===== config.mk =====
export PLATFORM = sky130hd
export DESIGN_NAME = bcd_countdown_timer
export DESIGN_NICKNAME = d
export VERILOG_FILES = /design/src/rtl/bcd_countdown_timer.sv
export SDC_FILE = /design/constraint.sdc
export NUM_CORES = 1
export LEC_CHECK = 0
export CAP_MARGIN = 5
export CORE_UTILIZATION = 38
export CTS_CLUSTER_SIZE = 12
export DETAILED_ROUTE_END_ITERATION = 10
export PLACE_DENSITY = 0.73
export SLEW_MARGIN = 15
export SYNTH_ARGS = -nofsm -noshare
export SYNTH_HDL_FRONTEND = slang
export SYNTH_SLANG_ARGS = --single-unit

===== constraint.sdc =====
create_clock -name clk -period 5.62 [get_ports clk]
set_input_delay 0.843 -clock clk [delete_from_list [all_inputs] [get_ports clk]]
set_output_delay 0.843 -clock clk [all_outputs]
set_load 0.02 [all_outputs]

===== src/rtl/bcd_countdown_timer.sv =====
// bcd_countdown_timer: N-digit BCD countdown with run/pause/expire control,
// saturating BCD bonus add and optional auto-reload on expiry.
// Ports: clk, reset (sync, active-high); load/load_value preset;
//   start, pause run control; tick count enable; bonus/bonus_value addend;
//   digits (BCD count), running, expired, timeout_pulse (registered outputs).
module bcd_countdown_timer #(
  parameter int NUM_DIGITS = 2,
  parameter logic [4*NUM_DIGITS-1:0] RESET_VALUE = {NUM_DIGITS{4'h9}},
  parameter bit AUTO_RELOAD = 1'b0
) (
  input  logic                    clk,
  input  logic                    reset,
  input  logic                    load,
  input  logic [4*NUM_DIGITS-1:0] load_value,
  input  logic                    start,
  input  logic                    pause,
  input  logic                    tick,
  input  logic                    bonus,
  input  logic [4*NUM_DIGITS-1:0] bonus_value,
  output logic [4*NUM_DIGITS-1:0] digits,
  output logic                    running,
  output logic                    expired,
  output logic                    timeout_pulse
);

  localparam int W = 4 * NUM_DIGITS;

  typedef enum logic [1:0] {
    S_IDLE    = 2'd0,
    S_RUNNING = 2'd1,
    S_PAUSED  = 2'd2,
    S_EXPIRED = 2'd3
  } state_t;

  state_t         r_state;
  logic [W-1:0]   r_count;
  logic [W-1:0]   r_reload;
  logic           r_running;
  logic           r_expired;
  logic           r_pulse;

  logic [W-1:0]   w_load;
  logic [W-1:0]   w_badd;
  logic [W-1:0]   w_sum;
  logic [W-1:0]   w_dec;
  logic           w_cnt_zero;
  logic           w_dec_zero;
  logic           w_reload_ok;

  function automatic logic [W-1:0] f_clamp(input logic [W-1:0] v);
    logic [W-1:0] f;
    f = '0;
    for (int i = 0; i < NUM_DIGITS; i++) begin
      f[4*i +: 4] = (v[4*i +: 4] > 4'd9) ? 4'd9 : v[4*i +: 4];
    end
    return f;
  endfunction

  // Borrow enters digit 0; a zero digit wraps to 9 and passes it on.
  function automatic logic [W-1:0] f_dec(input logic [W-1:0] v);
    logic [W-1:0] f;
    logic         b;
    f = v;
    b = 1'b1;
    for (int i = 0; i < NUM_DIGITS; i++) begin
      if (b) begin
        if (v[4*i +: 4] == 4'd0) begin
          f[4*i +: 4] = 4'd9;
        end else begin
          f[4*i +: 4] = v[4*i +: 4] - 4'd1;
          b = 1'b0;
        end
      end
    end
    return f;
  endfunction

  // Carry out of the top digit saturates the whole count to all 9s.
  function automatic logic [W-1:0] f_add(input logic [W-1:0] a,
                                         input logic [W-1:0] b);
    logic [W-1:0] f;
    logic [4:0]   s;
    logic         c;
    f = '0;
    c = 1'b0;
    for (int i = 0; i < NUM_DIGITS; i++) begin
      s = {1'b0, a[4*i +: 4]} + {1'b0, b[4*i +: 4]} + {4'd0, c};
      if (s > 5'd9) begin
        s = s - 5'd10;
        c = 1'b1;
      end else begin
        c = 1'b0;
      end
      f[4*i +: 4] = s[3:0];
    end
    if (c) f = {NUM_DIGITS{4'h9}};
    return f;
  endfunction

  assign w_load      = f_clamp(load_value);
  assign w_badd      = f_clamp(bonus_value);
  assign w_sum       = bonus ? f_add(r_count, w_badd) : r_count;
  assign w_dec       = f_dec(w_sum);
  assign w_cnt_zero  = (r_count == '0);
  assign w_dec_zero  = (w_dec == '0);
  assign w_reload_ok = AUTO_RELOAD && (r_reload != '0);

  always_ff @(posedge clk) begin
    if (reset) begin
      r_state   <= S_IDLE;
      r_count   <= RESET_VALUE;
      r_reload  <= RESET_VALUE;
      r_running <= 1'b0;
      r_expired <= 1'b0;
      r_pulse   <= 1'b0;
    end else if (load) begin
      r_state   <= S_IDLE;
      r_count   <= w_load;
      r_reload  <= w_load;
      r_running <= 1'b0;
      r_expired <= 1'b0;
      r_pulse   <= 1'b0;
    end else begin
      r_pulse <= 1'b0;
      unique case (r_state)
        S_IDLE, S_PAUSED: begin
          if (start) begin
            if (w_cnt_zero) begin
              r_state   <= S_EXPIRED;
              r_running <= 1'b0;
              r_expired <= 1'b1;
              r_pulse   <= 1'b1;
            end else begin
              r_state   <= S_RUNNING;
              r_running <= 1'b1;
            end
          end else if (bonus) begin
            r_count <= w_sum;
          end
        end
        S_RUNNING: begin
          if (pause) begin
            r_state   <= S_PAUSED;
            r_running <= 1'b0;
          end else if (tick) begin
            if (w_dec_zero) begin
              r_pulse <= 1'b1;
              if (w_reload_ok) begin
                r_count <= r_reload;
              end else begin
                r_count   <= '0;
                r_state   <= S_EXPIRED;
                r_running <= 1'b0;
                r_expired <= 1'b1;
              end
            end else begin
              r_count <= w_dec;
            end
          end else if (bonus) begin
            r_count <= w_sum;
          end
        end
        S_EXPIRED: begin
          r_state <= S_EXPIRED;
        end
        default: begin
          r_state <= S_IDLE;
        end
      endcase
    end
  end

  assign digits        = r_count;
  assign running       = r_running;
  assign expired       = r_expired;
  assign timeout_pulse = r_pulse;

endmodule

==> results.md <==
- Ranked by instance count, the synthesized netlist is headed by sky130_fd_sc_hd__inv_1, sky130_fd_sc_hd__dfxtp_1, sky130_fd_sc_hd__nor2_1.
- The kind of end point of the critical path is a flop.
- The critical path launch point type is an input pin.
- The final antenna diode count is 0.
- The total of warnings raised by yosys is 0.
- Summed over all layers, the global routing overflow is 0.
- The max-slew violation total from the final report is 0.
- In this run the vertical extent of the chip is 64.7 um.
- The kind of critical path is in -> reg.
- The first global-routing pass estimated around 7100 um of wire.
- Row generation in the floorplan step produced 22 rows.
- In this run the standard cell core region covers ~3700 um^2.
- The initial antenna violation count is 0.
- The synthesized area is roughly 1500 um^2.
- Input and output buffers added on the ports amount to 33.
- The worst-case clock buffer depth is 2.
- Setup violations remaining at the end of the flow were counted as 0.
- The number of H-tree levels is 1.
- The post-layout net count is approximately 260.
- Dividing the detail-routed wire length by the instance count gives about 15 um.
- Each instance of the synthesized netlist takes up on average about 7.9 um^2.
- The tree is rooted in a sky130_fd_sc_hd__clkbuf_8.
- The routed layout has 1595 vias.
- At the worst endpoint, the arrival time is ~5.5 ns.
- The post-synthesis async set-or-reset flop share is 0.
- The run finished with clean final reports.
- The routed design has 4080 um of wire.
- For this block, the initial DRC count from the detailed router was 163.
- The most used standard cell by instance count after synthesis is sky130_fd_sc_hd__inv_1.
- Summed over all nets, the half-perimeter wirelength after detailed placement is 3170 um.
- The peak supply drop is 0.000114 V.
- The cell count after synthesis came out at 188.
- The number of library cell types mapped by synthesis is 62.
- The number of gates resized after cts is 0.
- The required time of the critical path is about 5.8 ns.
- The relative max-transition margin is 0.480.
- The tightest min-delay check is of the reg -> reg type.
- The layout-stage area growth over the synthesis result is 32.1%.
- The number of failing hold endpoints at the final stage is 0.
- The power per cell area is 208 nW/um^2.
- For the pin with the worst max-slew slack, the measured transition is 0.774 ns.
- Derived from the worst setup path, the maximum achievable clock frequency is between 150 and 200 MHz.
- After routing, the total negative slack on setup checks comes to 0 ns.
- The biggest area contributor in the post-synthesis netlist is sky130_fd_sc_hd__dfxtp_1.
- The part of the Yosys area used for sequential elements is 0.174.
- The die is roughly 65 um wide.
- The top-area cell type share of the netlist area is 0.174.
- In the finished design, the share of the clock period the worst path needs comes to 0.944.
- The number of iterations in the first detailed-routing pass is 4.
- The I/O pin count is 34.
- The initial utilization of the core area, before any placement, comes to 0.402.
- On the final layout, the worst hold slack is between 0.4 and 0.5 ns.
- The highest fanout seen on the critical path is 4.
- Dividing the detail-routed via count by the number of cells gives between 5 and 6.
- The worst slack at placement is -0.0914 ns.
- The net count after synthesis is 222.
- The post-route worst setup slack is 0.312 ns.
- CTS saw 13 sinks.
- The number of clock buffers added by TritonCTS is 3.
- The quantity of hold-fixing buffers added after cts is 0.
- The worst clock skew is about 0.0041 ns.
- Once detail routing completed, the nets flagged for antenna violations numbered 0.
- In this run, synthesis inferred 0 flip-flops with an integrated enable.
- Entering global routing, the biggest net connects 20 pins.
- Routability-driven placement finished with a final weighted congestion of between 0.8 and 0.9.
- The die footprint is roughly 4200 um^2.
- Clock-pin slew was measured on the worst setup and hold paths at 0.06 ns.
- The TritonCTS clock tree is yes.
- The primary flip-flop cell chosen by synthesis mapping is sky130_fd_sc_hd__dfxtp_1.
- The max-capacitance violation count is 0.
- The shortest period the worst path allows is between 5 and 6 ns.
- The layout cell share with drive strength beyond 1 is 0.127.
- The via count of the first global-routing pass was 1535.
- For this run, design rule violations remaining after detail routing come to 0.
- Setup repair after global routing left no endpoint under its margin.
- After synthesis, the cell types taking the most area are sky130_fd_sc_hd__dfxtp_1, sky130_fd_sc_hd__ha_1, sky130_fd_sc_hd__nand2b_1.
- The total global-route track usage is 0.216.
- Once the clock tree was built, the setup fixing pass inserted 0 buffers.
- For the worst-skew pair, the clock arrives at the later sink with an insertion delay of approximately 0.25 ns.
- After synthesis the netlist holds a flip-flop and latch count of 13.
- Summed over all cells, the static leakage comes to 0.750 nW.
registers in the layout, indices dropped and copies added (netlist names):
name / flops
timeout_pulse: 1
digits: 8
expired: 1
running: 1
r_state: 2
layout make-up:
cell class / count / area [um^2]
sequential: 13 / 260
inverter: 14 / 52.6
fill: 363 / 1740
clock buffer: 4 / 45.0
tap: 48 / 60.1
multi-input combinational: 154 / 1150
timing repair buffer: 43 / 405
where the power goes:
group	internal, W	switching, W	leakage, nW
combinational	0.000102	0.000111	0.620
sequential	0.0000984	0.0000121	0.107
clock	0.0000503	0.0000369	0.0228
total	0.000251	0.000160	0.750
metal layers:
metal  share of wire  up-vias  wire (um)  GRT usage
li1                -      802          -          -
met1            0.50      740       2050      0.303
met2            0.45       50       1830      0.343
met3           0.040        3        164     0.0194
met4          0.0081        0         33     0.0722
met5               0        -          0          0
worst paths after layout:
kind	endpoint	slack, ns	from	cells past startpoint
setup / recovery	timeout_pulse	0.31	bonus_value[3]	19
hold / removal	expired	0.48	expired	2
setup reg to reg	timeout_pulse	1.05	digits[0]	16
hold reg to reg	expired	0.48	expired	2
logic make-up (layout without fill, tap and decap cells):
group | Yosys count | in the layout | synth area share
XOR/XNOR | 5 | 5 | 0.0344
AND/OR/NAND/NOR | 70 | 70 | 0.256
AO/OA/AOI/OAI | 67 | 67 | 0.356
flip-flops | 13 | 13 | 0.174
adder cells (fa/ha/maj) | 11 | 11 | 0.107
buffers and inverters | 21 | 61 | 0.0654
multiplexers | 1 | 1 | 0.00671
critical path: stages:
cell and delay [ns]:
sky130_fd_sc_hd__clkdlybuf4s50_1 0.52, sky130_fd_sc_hd__o21ai_0 0.11, sky130_fd_sc_hd__nand2b_1 0.08, sky130_fd_sc_hd__ha_1 0.15
sky130_fd_sc_hd__inv_1 0.05, sky130_fd_sc_hd__fa_2 0.37, sky130_fd_sc_hd__xor2_2 0.15, sky130_fd_sc_hd__nand2_1 0.10
sky130_fd_sc_hd__a21o_1 0.18, sky130_fd_sc_hd__fa_1 0.44, sky130_fd_sc_hd__fa_1 0.50, sky130_fd_sc_hd__o22a_1 0.18
sky130_fd_sc_hd__o2111a_2 0.28, sky130_fd_sc_hd__a21oi_4 0.21, sky130_fd_sc_hd__a41oi_1 0.15, sky130_fd_sc_hd__or3_1 0.34
sky130_fd_sc_hd__or3_4 0.41, sky130_fd_sc_hd__a2bb2oi_2 0.16, sky130_fd_sc_hd__a2111oi_2 0.20
cell usage in the layout (no fill, tap or decap), drive strengths merged, types with 2 or more instances in the layout:
cell           netlist  final
inv                 14     14
fa                   3      3
nor4                 2      2
a211oi               2      2
o21ai               11     11
nor2b                5      5
a31oi                3      3
a21o                 6      6
o22a                 2      2
xor2                 3      3
nand4                2      2
o221ai               2      2
buf                  2     10
a2111oi              4      4
nor2                13     13
nand4b               2      2
a2111o               2      2
xnor2                2      2
a21oi               13     13
a32oi                2      2
a221oi               2      2
nand2               11     11
o211ai               2      2
clkbuf               5      4
or3                  5      5
dfxtp               13     13
a41o                 2      2
ha                   8      8
nand3                7      7
nor3                 8      8
clkdlybuf4s50        0     33
nand2b              11     11
through the flow:
stage / util / area, um^2 / power, W / cells
final: 0.531 / 1970 / 0.000411 / 276
after global routing: 0.531 / 1970 / 0.000442 / 276
after CTS: 0.527 / 1960 / 0.000407 / 276
after detailed placement: 0.515 / 1910 / 0.000319 / 272
after global placement: 0.515 / 1910 / 0.000317 / 272
after floorplan: - / 1490 / 0.000248 / 188
(Power assumes the default switching activity.)
